==> config.mk <==
export PLATFORM = sky130hd
export DESIGN_NAME = cpu_mem_wb
export DESIGN_NICKNAME = d
export VERILOG_FILES = /design/src/rtl/cpu_mem_wb.sv
export SDC_FILE = /design/constraint.sdc
export NUM_CORES = 1
export LEC_CHECK = 0
export BUFFER_PORTS_ARGS = -buffer_cell sky130_fd_sc_hd__buf_2
export CORE_UTILIZATION = 25
export DETAILED_ROUTE_END_ITERATION = 8
export PLACE_DENSITY_LB_ADDON = 0.12
export SYNTH_ARGS = -nofsm -noshare
export SYNTH_HDL_FRONTEND = slang
export SYNTH_SLANG_ARGS = --single-unit
==> constraint.sdc <==
create_clock -name clk -period 5.65 [get_ports clk]
set_input_delay 0.8475 -clock clk [delete_from_list [all_inputs] [get_ports clk]]
set_output_delay 0.8475 -clock clk [all_outputs]
set_load 0.05 [all_outputs]
==> src/rtl/cpu_mem_wb.sv <==
// -----------------------------------------------------------------------------
// cpu_mem_wb -- combined MEM/WB pipeline stage of a small 16-bit CPU.
//
// Takes an instruction from EX. ALU-only instructions retire one cycle later.
// Loads and stores enter a WAIT state that holds a request on the data-memory
// port until memReady is seen. A 4-bit watchdog abandons an access that gets
// no memReady and sets a sticky error flag.
//
// Ports
//   clk, rst_n           clock, asynchronous active-low reset
//   valid_in             instruction from EX present this cycle
//   aluResult            ALU result / effective address
//   storeData            store data
//   destReg              destination register (R0 is hardwired zero)
//   MEMcontrols          {memRead, memWrite}
//   WBcontrols           {memToReg, regWriteEn}
//   memRdData, memReady  data-memory response
//   memAddr, memWrData   data-memory request address / write data
//   memEn, memWr         request strobe (held until memReady), 1=write
//   stall                upstream must hold its next instruction
//   wrData, regWriteIncomingAddr, regWriteControl   register-file write port
//   memError             sticky memory-timeout flag
// -----------------------------------------------------------------------------
module cpu_mem_wb #(
  parameter int DATA_W = 16,
  parameter int REG_W  = 4
) (
  input  logic              clk,
  input  logic              rst_n,
  input  logic              valid_in,
  input  logic [DATA_W-1:0] aluResult,
  input  logic [DATA_W-1:0] storeData,
  input  logic [REG_W-1:0]  destReg,
  input  logic [1:0]        MEMcontrols,
  input  logic [1:0]        WBcontrols,
  input  logic [DATA_W-1:0] memRdData,
  input  logic              memReady,
  output logic [DATA_W-1:0] memAddr,
  output logic [DATA_W-1:0] memWrData,
  output logic              memEn,
  output logic              memWr,
  output logic              stall,
  output logic [DATA_W-1:0] wrData,
  output logic [REG_W-1:0]  regWriteIncomingAddr,
  output logic              regWriteControl,
  output logic              memError
);

  typedef enum logic {IDLE = 1'b0, WAIT = 1'b1} state_t;

  state_t              state_q;
  logic [3:0]          cnt_q;
  logic [DATA_W-1:0]   wrData_q;
  logic [REG_W-1:0]    wrAddr_q;
  logic                regWc_q;
  logic                memErr_q;

  // Instruction captured on entry to WAIT; only meaningful while in WAIT,
  // so these carry no reset.
  logic [DATA_W-1:0]   addr_q;
  logic [DATA_W-1:0]   sdata_q;
  logic [REG_W-1:0]    dest_q;
  logic                store_q;
  logic                memToReg_q;
  logic                regWe_q;

  logic                mem_op_d;
  logic                accept_mem_d;
  logic [DATA_W-1:0]   ld_data_d;

  assign mem_op_d     = MEMcontrols[1] | MEMcontrols[0];
  assign accept_mem_d = (state_q == IDLE) && valid_in && mem_op_d;
  // memToReg=0 on a load writes back the address itself.
  assign ld_data_d    = memToReg_q ? memRdData : addr_q;

  // ---- capture stage: latch the memory instruction on accept ----
  always_ff @(posedge clk) begin
    if (accept_mem_d) begin
      addr_q     <= aluResult;
      sdata_q    <= storeData;
      dest_q     <= destReg;
      // memWrite wins, so memRead=memWrite=1 behaves as a store.
      store_q    <= MEMcontrols[0];
      memToReg_q <= WBcontrols[1];
      regWe_q    <= WBcontrols[0];
    end
  end

  // ---- control FSM and writeback registers ----
  always_ff @(posedge clk or negedge rst_n) begin
    if (!rst_n) begin
      state_q  <= IDLE;
      cnt_q    <= 4'd0;
      wrData_q <= '0;
      wrAddr_q <= '0;
      regWc_q  <= 1'b0;
      memErr_q <= 1'b0;
    end else begin
      // Write enable is a single-cycle pulse unless re-asserted below.
      regWc_q <= 1'b0;
      case (state_q)
        IDLE: begin
          if (valid_in) begin
            if (mem_op_d) begin
              state_q <= WAIT;
              cnt_q   <= 4'd0;
            end else begin
              wrData_q <= aluResult;
              wrAddr_q <= destReg;
              regWc_q  <= WBcontrols[0] && (destReg != '0);
            end
          end
        end
        WAIT: begin
          // A response in the final watchdog cycle still completes normally.
          if (memReady) begin
            state_q <= IDLE;
            if (!store_q) begin
              wrData_q <= ld_data_d;
              wrAddr_q <= dest_q;
              regWc_q  <= regWe_q && (dest_q != '0);
            end
          end else if (cnt_q == 4'hF) begin
            state_q  <= IDLE;
            memErr_q <= 1'b1;
          end else begin
            cnt_q <= cnt_q + 4'd1;
          end
        end
        default: state_q <= IDLE;
      endcase
    end
  end

  // Memory port is a pure decode of the registered state, so reset drops
  // the request immediately.
  assign stall                = (state_q == WAIT);
  assign memEn                = (state_q == WAIT);
  assign memWr                = (state_q == WAIT) && store_q;
  assign memAddr              = (state_q == WAIT) ? addr_q  : '0;
  assign memWrData            = (state_q == WAIT) ? sdata_q : '0;
  assign wrData               = wrData_q;
  assign regWriteIncomingAddr = wrAddr_q;
  assign regWriteControl      = regWc_q;
  assign memError             = memErr_q;

endmodule
==> results.json <==
{
  "synthDistinctLibCells": 30,
  "rsz0062_at_grt": "no",
  "ios": 117,
  "antenna_found_initial": 0,
  "hp-class": "reg -> reg",
  "syn_to_final_growth_pct": 33.8,
  "wl_um": 6890,
  "slowest_stage": "dfrtp_2",
  "synth-main-ff-cell": "edfxtp_1",
  "grt_max_degree": 49,
  "grt_pass1_wl_um": 11000,
  "finalCriticalPeriod_ns": 2.80,
  "path_max_fanout": 48,
  "synth_edf_count": 39,
  "maxSlewViolCount": 0,
  "path_delay_family": "buffers and inverters",
  "status": "finished with violations",
  "insertion_delay_ns": 0.32,
  "cp-start-kind": "flip-flop",
  "setup_ws_ns": 2.85,
  "setup_tns_ns": 0,
  "drt_iter0_markers": 88,
  "powerDensity_nw_per_um2": 475,
  "final.setup_skew_ns": 0.00660,
  "syn-num-nets": 275,
  "wl_per_cell_um": 14.4,
  "path_class": "reg -> out",
  "violations": "DRC",
  "drive_gt1_share_pct": 47.8,
  "avgSynthCellArea_um2": 14.0,
  "cts_tree": "yes",
  "rows": 39,
  "firstDrtPassIters": 6,
  "fin_crit_sh_pct": 49.5,
  "final-hold-violation-count": 0,
  "die_h_um": 112,
  "ant_nets": 0,
  "end_kind": "output pin",
  "dp_slack_ns": 3.14,
  "htreeDepth": 3,
  "drv_cap": 0,
  "core_area_um2": 11600,
  "setup-violations-final": 0,
  "fmax_mhz": 357,
  "post_cts_resized": 0,
  "crit_chain": "buf_4 > and2_1 > buf_2",
  "cts_setup_buffers": 0,
  "portBuffers": 116,
  "async_flop_share_pct": 40.9,
  "routed_via_density": 4.24,
  "leakage_uw": 0.00184,
  "clock-sinks": 66,
  "dieArea_um2": 12500,
  "fin_nets": 391,
  "grt_pass1_vias": 2081,
  "gp_congestion": 0.699,
  "n_fill_cell": 1173,
  "track_usage_pct": 11.8,
  "die_w_um": 112,
  "ys_ff_latch": 66,
  "vias": 2028,
  "synth_area_um2": 3000,
  "ys_seq_area_share_pct": 61.5,
  "syn_inst": 214,
  "tightestPinTransition_ns": 1.01,
  "worst_path_largest_cell_delay_ns": 0.67,
  "hpwl_um": 4700,
  "clkTransAtPathRegs_ns": 0.05,
  "power_uw": 1910,
  "cts_max_path_buffers": 2,
  "timing.critical_path.buf_inv": 2,
  "drc": 8,
  "overflow": 0,
  "diodes": 0,
  "start_util_pct": 26.0,
  "hold_buffers": 0,
  "crit_arrival_ns": 1.95,
  "critPathRequiredTime_ns": 4.80,
  "slew-limit-headroom_pct": 32.8,
  "ir_drop_uv": 157,
  "yosysWarnings": 0,
  "cts_buffers": 9,
  "cts-root-buf": "clkbuf_16"
}
-- state kept, by name, summed over array words and instances, names as in the netlist --
register / count
memEn: 1
regWe_q: 1
store_q: 1
memError: 1
sdata_q: 16
addr_q: 16
cnt_q: 4
regWriteControl: 1
wrData: 16
memToReg_q: 1
regWriteIncomingAddr: 4
dest_q: 4
-- worst register-to-register path, stage by stage, from the launching register on --
cell	delay, ns
dfrtp_2	0.59
nand2b_1	0.29
nor2_4	0.42
buf_4	0.44
-- placed cells by master, fill, tap and decap left out, types with 2 or more instances in the layout --
cell	Yosys	final
and2_1	33	33
nand3_1	2	2
edfxtp_1	39	39
a21oi_1	17	17
mux2_4	20	20
bufinv_16	0	3
buf_4	1	2
mux2i_1	18	18
clkbuf_16	0	9
o21ai_0	4	4
dfrtp_1	27	26
mux2_2	4	4
clkinv_1	0	2
nor2_1	18	17
nor2b_1	2	2
buf_2	3	116
inv_1	2	2
nand2b_1	2	2
-- area by class of cell --
type	count	area, µm²	area share, %
sequential	66	1850	46.0
clock buffer	10	229	5.70
timing repair buffer	118	596	14.8
inverter	2	7.51	0.187
multi-input combinational	133	1050	26.2
tap	143	179	4.45
clock inverter	6	105	2.62
-- path summary, 6_finish.rpt --
| path | from | endpoint | slack (ns) | cells after the start |
|---|---|---|---|---|
| setup / recovery | memEn$_DFF_PN0_ | memWrData[15] | 2.85 | 3 |
| hold / removal | memError$_DFFE_PN0P_ | memError$_DFFE_PN0P_ | 0.47 | 1 |
| setup reg to reg | memEn$_DFF_PN0_ | store_q$_DFFE_PP_ | 3.55 | 3 |
| hold reg to reg | memError$_DFFE_PN0P_ | memError$_DFFE_PN0P_ | 0.47 | 1 |
| max in group asynchronous | rst_n | memEn$_DFF_PN0_ | 4.60 | 1 |
| min in group asynchronous | rst_n | wrData[4]$_DFFE_PN0P_ | 0.56 | 1 |
-- kinds of logic after synthesis --
group                      share of synthesized area [%]
adders and majority gates                          0.417
DFF                                                 61.5
and+or+nand+nor                                     12.3
muxes                                               17.5
buffers and inverters                               3.62
AOI/OAI and AO/OA                                   4.67
-- synth_stat cells, types with 2 or more instances --
cell      count  area share (%)
a21oi_1      17             2.8
and2_1       33             6.9
buf_2         3            0.50
buf_6         6             2.2
clkbuf_1      3            0.37
dfrtp_1      27              23
edfxtp_1     39              39
inv_1         2            0.25
mux2_2        4             1.5
mux2_4       20              10
mux2i_1      18             6.0
nand2b_1      2            0.42
nand3_1       2            0.33
nor2_1       18             2.2
nor2b_1       2            0.42
o21ai_0       4            0.67
-- per-layer routing --
layer  track usage [%]  wire, µm  vias to the layer above
li1                  -         -                      998
met4              4.86        74                        0
met5                 0         0                        -
met3              3.27       364                        5
met2              18.5      3250                       61
met1              15.2      3200                      964
-- per-stage QoR --
stage	hold slack (ns)	instances	area (µm²)	utilization, %
3_3_place_gp	0.453	462	3680	31.9
2_1_floorplan	0.469	214	3000	-
6_report	0.475	478	4020	34.8
5_1_grt	0.519	478	4020	34.8
3_5_place_dp	0.453	462	3680	31.9
4_1_cts	0.478	478	4020	34.8
-- power by group --
| group | leakage, µW | switching (µW) | internal [µW] |
|---|---|---|---|
| combinational | 0.000997 | 424 | 193 |
| clock | 0.000158 | 203 | 428 |
| sequential | 0.000687 | 59.0 | 604 |
(Power assumes the default switching activity.)
